### src/rtl/cdb_pkg.sv
// cdb_pkg: shared widths, FU ids and broadcast record for the CDB arbiter
package cdb_pkg;
  localparam int NUM_FU = 4;
  localparam int CDB_DATA_W = 64;
  localparam int REG_ID_W = 5;
  localparam int ISS_ID_W = 32;
  localparam int PTR_W = 3;
  typedef enum logic [1:0] {
    ALU = 2'd0,
    MEM = 2'd1,
    BRANCH = 2'd2,
    MULDIV = 2'd3
  } fu_id_e;
  typedef struct packed {
    logic [CDB_DATA_W-1:0] data;
    logic [REG_ID_W-1:0] reg_id;
    logic [ISS_ID_W-1:0] iss_id;
    logic [3:0] fu_id;
  } bcast_t;
  function automatic logic [PTR_W-1:0] next_ptr(input logic [PTR_W-1:0] idx, input int n);
    return (int'(idx) + 1 >= n) ? '0 : idx + 1'b1;
  endfunction
endpackage

### src/rtl/rr_pick.sv
// rr_pick: first set request at or after the pointer, wrapping, as one-hot and index
module rr_pick
  import cdb_pkg::*;
#(
  parameter int N = 4
) (
  input  logic [N-1:0]     i_req,
  input  logic [PTR_W-1:0] i_ptr,
  output logic [N-1:0]     o_gnt,
  output logic [PTR_W-1:0] o_idx,
  output logic             o_hit
);
  localparam int IW = (N > 1) ? $clog2(N) : 1;
  logic [IW-1:0] w_j;
  always_comb begin
    o_gnt = '0;
    o_idx = '0;
    o_hit = 1'b0;
    w_j = '0;
    for (int k = 0; k < N; k++) begin
      w_j = IW'((int'(i_ptr) + k) % N);
      if (!o_hit && i_req[w_j]) begin
        o_hit = 1'b1;
        o_gnt[w_j] = 1'b1;
        o_idx = PTR_W'(w_j);
      end
    end
  end
endmodule

### src/rtl/cdb_arbiter.sv
// cdb_arbiter: round-robin CDB grant with starvation override and a registered broadcast stage
module cdb_arbiter
  import cdb_pkg::*;
#(
  parameter int NUM_FU = cdb_pkg::NUM_FU,
  parameter int STARVE_LIMIT = 8
) (
  input  logic                  clk,
  input  logic                  reset,
  input  logic                  flush,
  input  logic                  ROB_FULL,
  input  logic [NUM_FU-1:0]     CDB_REQ,
  output logic [NUM_FU-1:0]     CDB_ACK,
  input  logic [CDB_DATA_W-1:0] CDB,
  input  logic [REG_ID_W-1:0]   CDB_REG_ID,
  input  logic [ISS_ID_W-1:0]   CDB_ISS_ID,
  output logic                  bcast_valid,
  output logic [CDB_DATA_W-1:0] bcast_data,
  output logic [REG_ID_W-1:0]   bcast_reg_id,
  output logic [ISS_ID_W-1:0]   bcast_iss_id,
  output logic [3:0]            bcast_fu_id,
  output logic                  starve
);
  logic [PTR_W-1:0] r_ptr;
  logic [3:0] r_wait [NUM_FU];
  logic r_valid;
  bcast_t r_bc;
  logic w_en, w_any;
  logic [NUM_FU-1:0] w_over, w_starve_req, w_rr_gnt, w_st_gnt;
  logic [PTR_W-1:0] w_rr_idx, w_st_idx, w_idx;
  logic w_rr_hit, w_st_hit;
  always_comb begin
    w_over = '0;
    for (int i = 0; i < NUM_FU; i++) w_over[i] = r_wait[i] >= 4'(STARVE_LIMIT);
  end
  assign w_starve_req = CDB_REQ & w_over;
  assign w_en = reset && !flush && !ROB_FULL;
  rr_pick #(.N(NUM_FU)) u_rr (
    .i_req(CDB_REQ),
    .i_ptr(r_ptr),
    .o_gnt(w_rr_gnt),
    .o_idx(w_rr_idx),
    .o_hit(w_rr_hit)
  );
  // pointer pinned at 0 turns the same picker into a lowest-index-first search
  rr_pick #(.N(NUM_FU)) u_st (
    .i_req(w_starve_req),
    .i_ptr(PTR_W'(0)),
    .o_gnt(w_st_gnt),
    .o_idx(w_st_idx),
    .o_hit(w_st_hit)
  );
  assign CDB_ACK = !w_en ? '0 : w_st_hit ? w_st_gnt : w_rr_gnt;
  assign w_idx = w_st_hit ? w_st_idx : w_rr_idx;
  assign w_any = w_en && (w_st_hit || w_rr_hit);
  assign starve = reset && |w_over;
  always_ff @(posedge clk) begin
    if (!reset) begin
      r_ptr <= '0;
      r_valid <= 1'b0;
      r_bc <= '0;
      for (int i = 0; i < NUM_FU; i++) r_wait[i] <= '0;
    end else begin
      r_valid <= w_any;
      if (w_any) begin
        r_ptr <= next_ptr(w_idx, NUM_FU);
        r_bc <= '{data: CDB, reg_id: CDB_REG_ID, iss_id: CDB_ISS_ID, fu_id: 4'(w_idx)};
      end
      for (int i = 0; i < NUM_FU; i++)
        r_wait[i] <= (flush || !CDB_REQ[i] || CDB_ACK[i]) ? '0 :
                     (r_wait[i] == 4'hF) ? r_wait[i] : r_wait[i] + 1'b1;
    end
  end
  assign bcast_valid = r_valid;
  assign bcast_data = r_bc.data;
  assign bcast_reg_id = r_bc.reg_id;
  assign bcast_iss_id = r_bc.iss_id;
  assign bcast_fu_id = r_bc.fu_id;
endmodule

### config.mk
export PLATFORM = sky130hd
export DESIGN_NAME = cdb_arbiter
export DESIGN_NICKNAME = d
export VERILOG_FILES = /design/src/rtl/cdb_pkg.sv /design/src/rtl/rr_pick.sv /design/src/rtl/cdb_arbiter.sv
export SDC_FILE = /design/constraint.sdc
export NUM_CORES = 1
export LEC_CHECK = 0
export ABC_AREA = 1
export CAP_MARGIN = 20
export CORE_MARGIN = 8
export CORE_UTILIZATION = 25
export CTS_CLUSTER_SIZE = 8
export DETAILED_ROUTE_END_ITERATION = 16
export DONT_BUFFER_PORTS = 1
export PLACE_DENSITY = 0.37
export SYNTH_ARGS = -nofsm -noshare
export SYNTH_HDL_FRONTEND = slang
export SYNTH_SLANG_ARGS = --single-unit
### constraint.sdc
create_clock -name clk -period 1.9 [get_ports clk]
set_input_delay 0.38 -clock clk [delete_from_list [all_inputs] [get_ports clk]]
set_output_delay 0.38 -clock clk [all_outputs]
set_load 0.05 [all_outputs]
Yosys cells after proc, flatten, opt, wreduce, memory -nomap -nowiden
Memories as Yosys holds them, arrays and structs flattened.
Cells that the tools add are included.
{ "op_classes": {"addsub": 9, "multipliers": 0, "div_mod_pow": 0, "magnitude_cmp": 13, "n_eq_ne": 4, "n_shift": 0, "muxes": 57, "bitwise": 8, "reduce_logical": 36} }
{ "op_table": {"columns": ["operator", "n"], "rows": [
  ["2-to-1 mux 4 bit", 19],
  ["2-to-1 mux 1 bit", 20],
  ["adder 4 x 1 -> 4 bit (second input constant)", 4],
  ["equality test 4 bit (second input constant)", 4],
  ["greater-or-equal comparator 4 bit (second input constant)", 4],
  ["2-to-1 mux 3 bit", 5],
  ["logical AND 1 bit", 14],
  ["logical NOT 1 bit", 12],
  ["less-than comparator 2 x 3 -> 1 bit (second input constant)", 4],
  ["OR 4 bit", 3],
  ["2-to-1 mux 2 bit", 5],
  ["logical OR 1 bit", 9],
  ["binary-select mux 1 bit (select 2 bit)", 4],
  ["demux 1 bit (select 2 bit)", 4],
  ["greater-or-equal comparator 2 x 1 -> 1 bit (second input constant)", 4],
  ["adder 2 x 1 -> 2 bit (second input constant)", 2],
  ["adder 2 bit (second input constant)", 2],
  ["adder 3 x 1 -> 4 bit (second input constant)", 1],
  ["AND 4 bit", 1],
  ["greater-or-equal comparator 4 x 3 -> 1 bit (second input constant)", 1],
  ["OR 1 bit", 4],
  ["OR reduction 4 bit", 1]
]} }
{ "totals": {"regBits": 107, "latch_bits": 0, "ram_bits": 16, "mem_bits_ro": 0, "in_bits": 109, "out_inout_bits": 111, "word_cells": 134, "memories": 1} }
{ "mem_list": {"columns": ["memory", "words", "word_bits", "rd", "rd_ports_with_merged_regs", "write_ports", "line", "text"], "rows": [
  ["r_wait", 4, 4, 4, 0, 4, "cdb_arbiter.sv:25", "logic [3:0] r_wait [NUM_FU];"]
]} }

Logic depth before layout (Yosys ltp)
An unclocked memory read counts as a cell.
{ "logic_depth": {"depth_word": 18, "mapped_depth": 14, "depth_no_buf": 13} }

By module
Synthesis repeated with hierarchy kept, for this count alone.
{ "hier_totals": {"cells_unflattened": 775, "area_unflattened_um2": 5655.4} }
{ "modules_own_cells": {"columns": ["mod", "instances", "cells_per_inst", "area_per_inst_um2"], "rows": [
  ["cdb_arbiter", 1, 623, 4752.1],
  ["rr_pick", 2, 76, 451.7]
]} }

Worst setup path after synthesis
OpenSTA, ideal clock, no wires.
{ "synth_timing": {"kind": "register to output", "startpoint": "reg r_ptr[0]", "endpoint": "out CDB_ACK[3]", "arrival_ns": 1.915, "setup_slack_ns": -0.395, "stages_incl_launch_ff": 13, "path_buffers": 1, "cell_sequence": "dfxtp_1 buf_6 inv_4 ha_1 inv_1 nand3_1 nand2_1 nand2_1 nor2_1 nand2_1 nand3_1 o21ai_1 inv_1"} }
{ "synth_via": {"elab_chain_cells": 14, "word_cells_on_any_way": 49, "cone_classes": "3 x add/sub; 8 x order compare; 25 x mux; 3 x bitwise; 10 x reduce/logical"} }
{ "synth_lines": {"columns": ["item", "line", "text"], "rows": [
  ["start: declaration", "cdb_arbiter.sv:24", "logic [PTR_W-1:0] r_ptr;"],
  ["start signal: assignment", "cdb_arbiter.sv:66", "r_ptr <= next_ptr(w_idx, NUM_FU);"],
  ["branches (longest 11 deep; another with less-than comparator 2 x 3 -> 1 bit)", null, null],
  ["2-to-1 mux 4 bit (*)", "rr_pick.sv:22", "if (!o_hit && i_req[w_j]) begin"],
  ["2-to-1 mux 4 bit (*) (2 in series)", "cdb_arbiter.sv:53", "assign CDB_ACK = !w_en ? '0 : w_st_hit ? w_st_gnt : w_rr_gnt;"],
  ["end: declaration", "cdb_arbiter.sv:13", "output logic [NUM_FU-1:0] CDB_ACK,"]
]} }
Mark *: on every way between the ends. The select of a mux whose other input is x is not followed.

Final worst setup path
{ "layout_timing": {"startpoint": "reg r_ptr[0]", "endpoint": "out CDB_ACK[0]"} }
Same word-level chain as after synthesis.

==> results.py <==
metrics = {
    "status": {
        "outcome": "finished with violations",
        "violations": "negative setup slack",
    },
    "worst_setup_path": {
        "cp-end-kind": "primary output",
        "cp.required_ps": 1520,
        "worstPathArrival_ps": 2000,
        "crit-reg2reg-launch": "r_ptr[0]$_SDFFE_PN0P_",
        "reg2reg_to": "bcast_reg_id[3]$_SDFFE_PN0P_",
        "crit_type": "flip-flop to primary output",
        "reg2reg_slack_ps": -380,
        "start_kind": "flip-flop",
        "rr_worst_depth": 16,
        "crit_fanout": 5,
        "cp-startpoint": "r_ptr[0]$_SDFFE_PN0P_",
        "critPathCapture": "CDB_ACK[0]",
    },
    "job": {
        "drv_cap": 0,
    },
    "detailed_routing": {
        "first_pass_iters": 4,
        "wl_per_cell_um": 18.4,
        "viasPerCell": 4.53,
        "drt-initial-drc-count": 294,
        "drc_errors": 0,
        "vias": 4697,
        "drt_wl_total_um": 19100,
        "drt.antenna.violating_nets": 0,
    },
    "timing": {
        "fin_skew_ps": 7.68,
        "max-slew-margin-rel_pct": 59.9,
        "fmax_mhz": 420,
        "timing.final.crit_share_pct": 125,
        "rsz0062_at_grt": "true",
        "final.min_clock_period_ps": 2380,
        "worst_slew_pin_slew_ps": 601,
        "final.setup.tns_ps": -31910,
        "hold_viol": 0,
        "setup_viol": 109,
        "fin_ws_ps": -480,
        "slew_violations": 0,
    },
    "cts": {
        "cts.clk_slew.worst_paths_ps": 60,
        "insertion_delay_ps": 410,
        "cts_tree": "built",
        "cts.sinks": 122,
        "cts-root-buf": "clkbuf_16",
        "cts_buffers": 17,
        "holdBufCountCts": 0,
        "h-tree-depth": 4,
        "clk_path_buf_depth": 2,
    },
    "die": {
        "io_pins": 220,
        "initial_core_util_pct": 25.2,
        "die_h_um": 161,
        "fp.dieW_um": 161,
        "fp.coreArea_um2": 20800,
        "dieArea_um2": 25900,
        "rows": 53,
    },
    "pwr": {
        "clkPwrFrac_pct": 44.5,
        "switchingPower_mw": 2.35,
        "power.density_nw_per_um2": 1020,
        "swShare_pct": 30.8,
        "peakVddDrop_mv": 0.525,
        "p_int_mw": 5.26,
        "p_leak_nw": 3.09,
        "pwr-share-seq_pct": 42.7,
        "power_frac_comb_pct": 12.8,
    },
    "placement": {
        "globalplace.congestion": 0.889,
        "post-place-ws_ps": -209,
        "portBuffers": 0,
        "postPlaceCellArea_um2": 5800,
        "dpl.hpwl_um": 12500,
    },
    "global_route": {
        "antenna_found_initial": 0,
        "grt_max_degree": 105,
        "grt_pass1_wl_um": 28300,
        "overflow": 0,
        "grtUsageTotal_pct": 14.2,
        "grt_pass1_vias": 4702,
    },
    "synth": {
        "synth_cell_type_count": 31,
        "seq_area_frac_synth_pct": 46.5,
        "synth_area_per_cell_um2": 7.66,
        "synth_seq_cells": 122,
        "async_flop_share_pct": 0,
        "synth-edff-count": 0,
        "yosysWarnings": 0,
        "synth_area_um2": 5260,
        "synth_top_flop_cell": "dfxtp_1",
        "syn_inst": 686,
    },
    "cells_and_area": {
        "num-nets-final": 873,
        "antenna_cells": 0,
        "area_delta_synth_final_pct": 42.1,
        "final_core_util_pct": 35.9,
        "final_layout_size_suffix_gt1_share_pct": 31.9,
        "fin_area_um2": 7470,
    },
    "min_path": {
        "hp-class": "input pin to flip-flop",
        "worstHoldPathCells": 2,
    },
}
repair_timing:
action                                  in CTS  in global routing
cloned                                      17                  1
buffers inserted                            10                  5
gates resized for setup                     91                 44
endpoints found under the setup margin     106                118
pin swaps                                   13                 20
critical path, cell delays in order (launching register included):
cell        delay [ps]
dfxtp_4            390
inv_8               50
ha_4               260
inv_4               90
nand3_4             70
nand2_4             90
nand2_4             60
nor2_4             130
nand2_1             60
nand4_1            100
nand2_2             90
clkinvlp_4         200
per-layer routing:
layer | share of wire (%) | vias to the layer above | wire length (um) | track usage, %
li1 | - | 2339 | - | -
met1 | 41 | 2148 | 7880 | 16.9
met2 | 47 | 191 | 9010 | 22.7
met3 | 10 | 19 | 1910 | 5.83
met4 | 1.4 | 0 | 276 | 4.80
met5 | 0 | - | 0 | 0
logic make-up (layout without fill, tap and decap cells):
group / Yosys count / after routing / share of synthesized area (%)
xor gates and xnor gates: 7 / 7 / 1.17
and+or+nand+nor: 335 / 335 / 28.1
DFF: 122 / 122 / 46.5
AOI/OAI and AO/OA: 130 / 130 / 12.7
other: 1 / 2 / 0.0713
adders and majority gates: 15 / 15 / 3.57
buffers and inverters: 76 / 150 / 7.97
metrics by stage:
stage,hold WS (ps),power (mW),instances
floorplan,514,3.78,687
global placement,528,3.95,972
detailed placement,528,3.97,972
CTS,76.8,7.65,1030
global route,76.3,7.94,1036
finish,100,7.61,1036
power groups by stage:
stage	logic (mW)	clock network (mW)	registers, mW
finish	0.974	3.39	3.25
global route	1.07	3.61	3.26
CTS	0.902	3.50	3.25
detailed placement	0.665	0	3.30
global placement	0.655	0	3.30
floorplan	0.528	0	3.25
state kept, by name (all words and copies together), names as in the netlist:
name,flops
bcast_valid,1
bcast_data,64
bcast_fu_id,2
bcast_reg_id,5
bcast_iss_id,32
r_wait,16
r_ptr,2
cell usage in the layout (no fill, tap or decap), types with 17 or more instances in the layout:
master / instances
clkbuf_16: 18
inv_1: 30
o21ai_0: 30
dfxtp_1: 120
nand3_1: 17
nor2_1: 164
nor2_2: 72
nand2_1: 43
o21ai_1: 68
buf_4: 42
area by class of cell:
class	count	area (um2)
Fill cell	2177	13400
Timing Repair Buffer	77	1130
Sequential cell	122	2450
Inverter	40	189
Clock inverter	14	184
Clock buffer	17	425
Timing Repair inverter	2	31.3
Multi-Input combinational cell	489	2720
Tap cell	275	344
synthesized netlist by cell type (all sizes together), types with 2 or more instances:
| master | instances | area share [%] |
|---|---|---|
| inv | 40 | 2.9 |
| clkbuf | 11 | 0.79 |
| nand4 | 7 | 0.83 |
| ha | 15 | 3.6 |
| xor2 | 7 | 1.2 |
| nand3 | 24 | 2.5 |
| nor2 | 240 | 19 |
| nand2 | 63 | 5.0 |
| a31oi | 4 | 0.48 |
| a21oi | 12 | 1.1 |
| o21ai | 109 | 10 |
| buf | 25 | 4.3 |
| o21a | 2 | 0.29 |
| dfxtp | 122 | 46 |
worst min path at each step:
| stage | from | slack (ps) | to |
|---|---|---|---|
| after floorplan | r_wait[2][3]$_SDFFE_PP0P_ | 510 | r_wait[2][3]$_SDFFE_PP0P_ |
| after global placement | reset | 530 | bcast_data[33]$_SDFFE_PN0P_ |
| after detailed placement | reset | 530 | r_ptr[1]$_SDFFE_PN0P_ |
| after CTS | reset | 80 | r_ptr[1]$_SDFFE_PN0P_ |
| after global routing | reset | 80 | bcast_data[38]$_SDFFE_PN0P_ |
| final | reset | 100 | bcast_data[38]$_SDFFE_PN0P_ |
No activity file was read; power rests on OpenSTA's default activity.
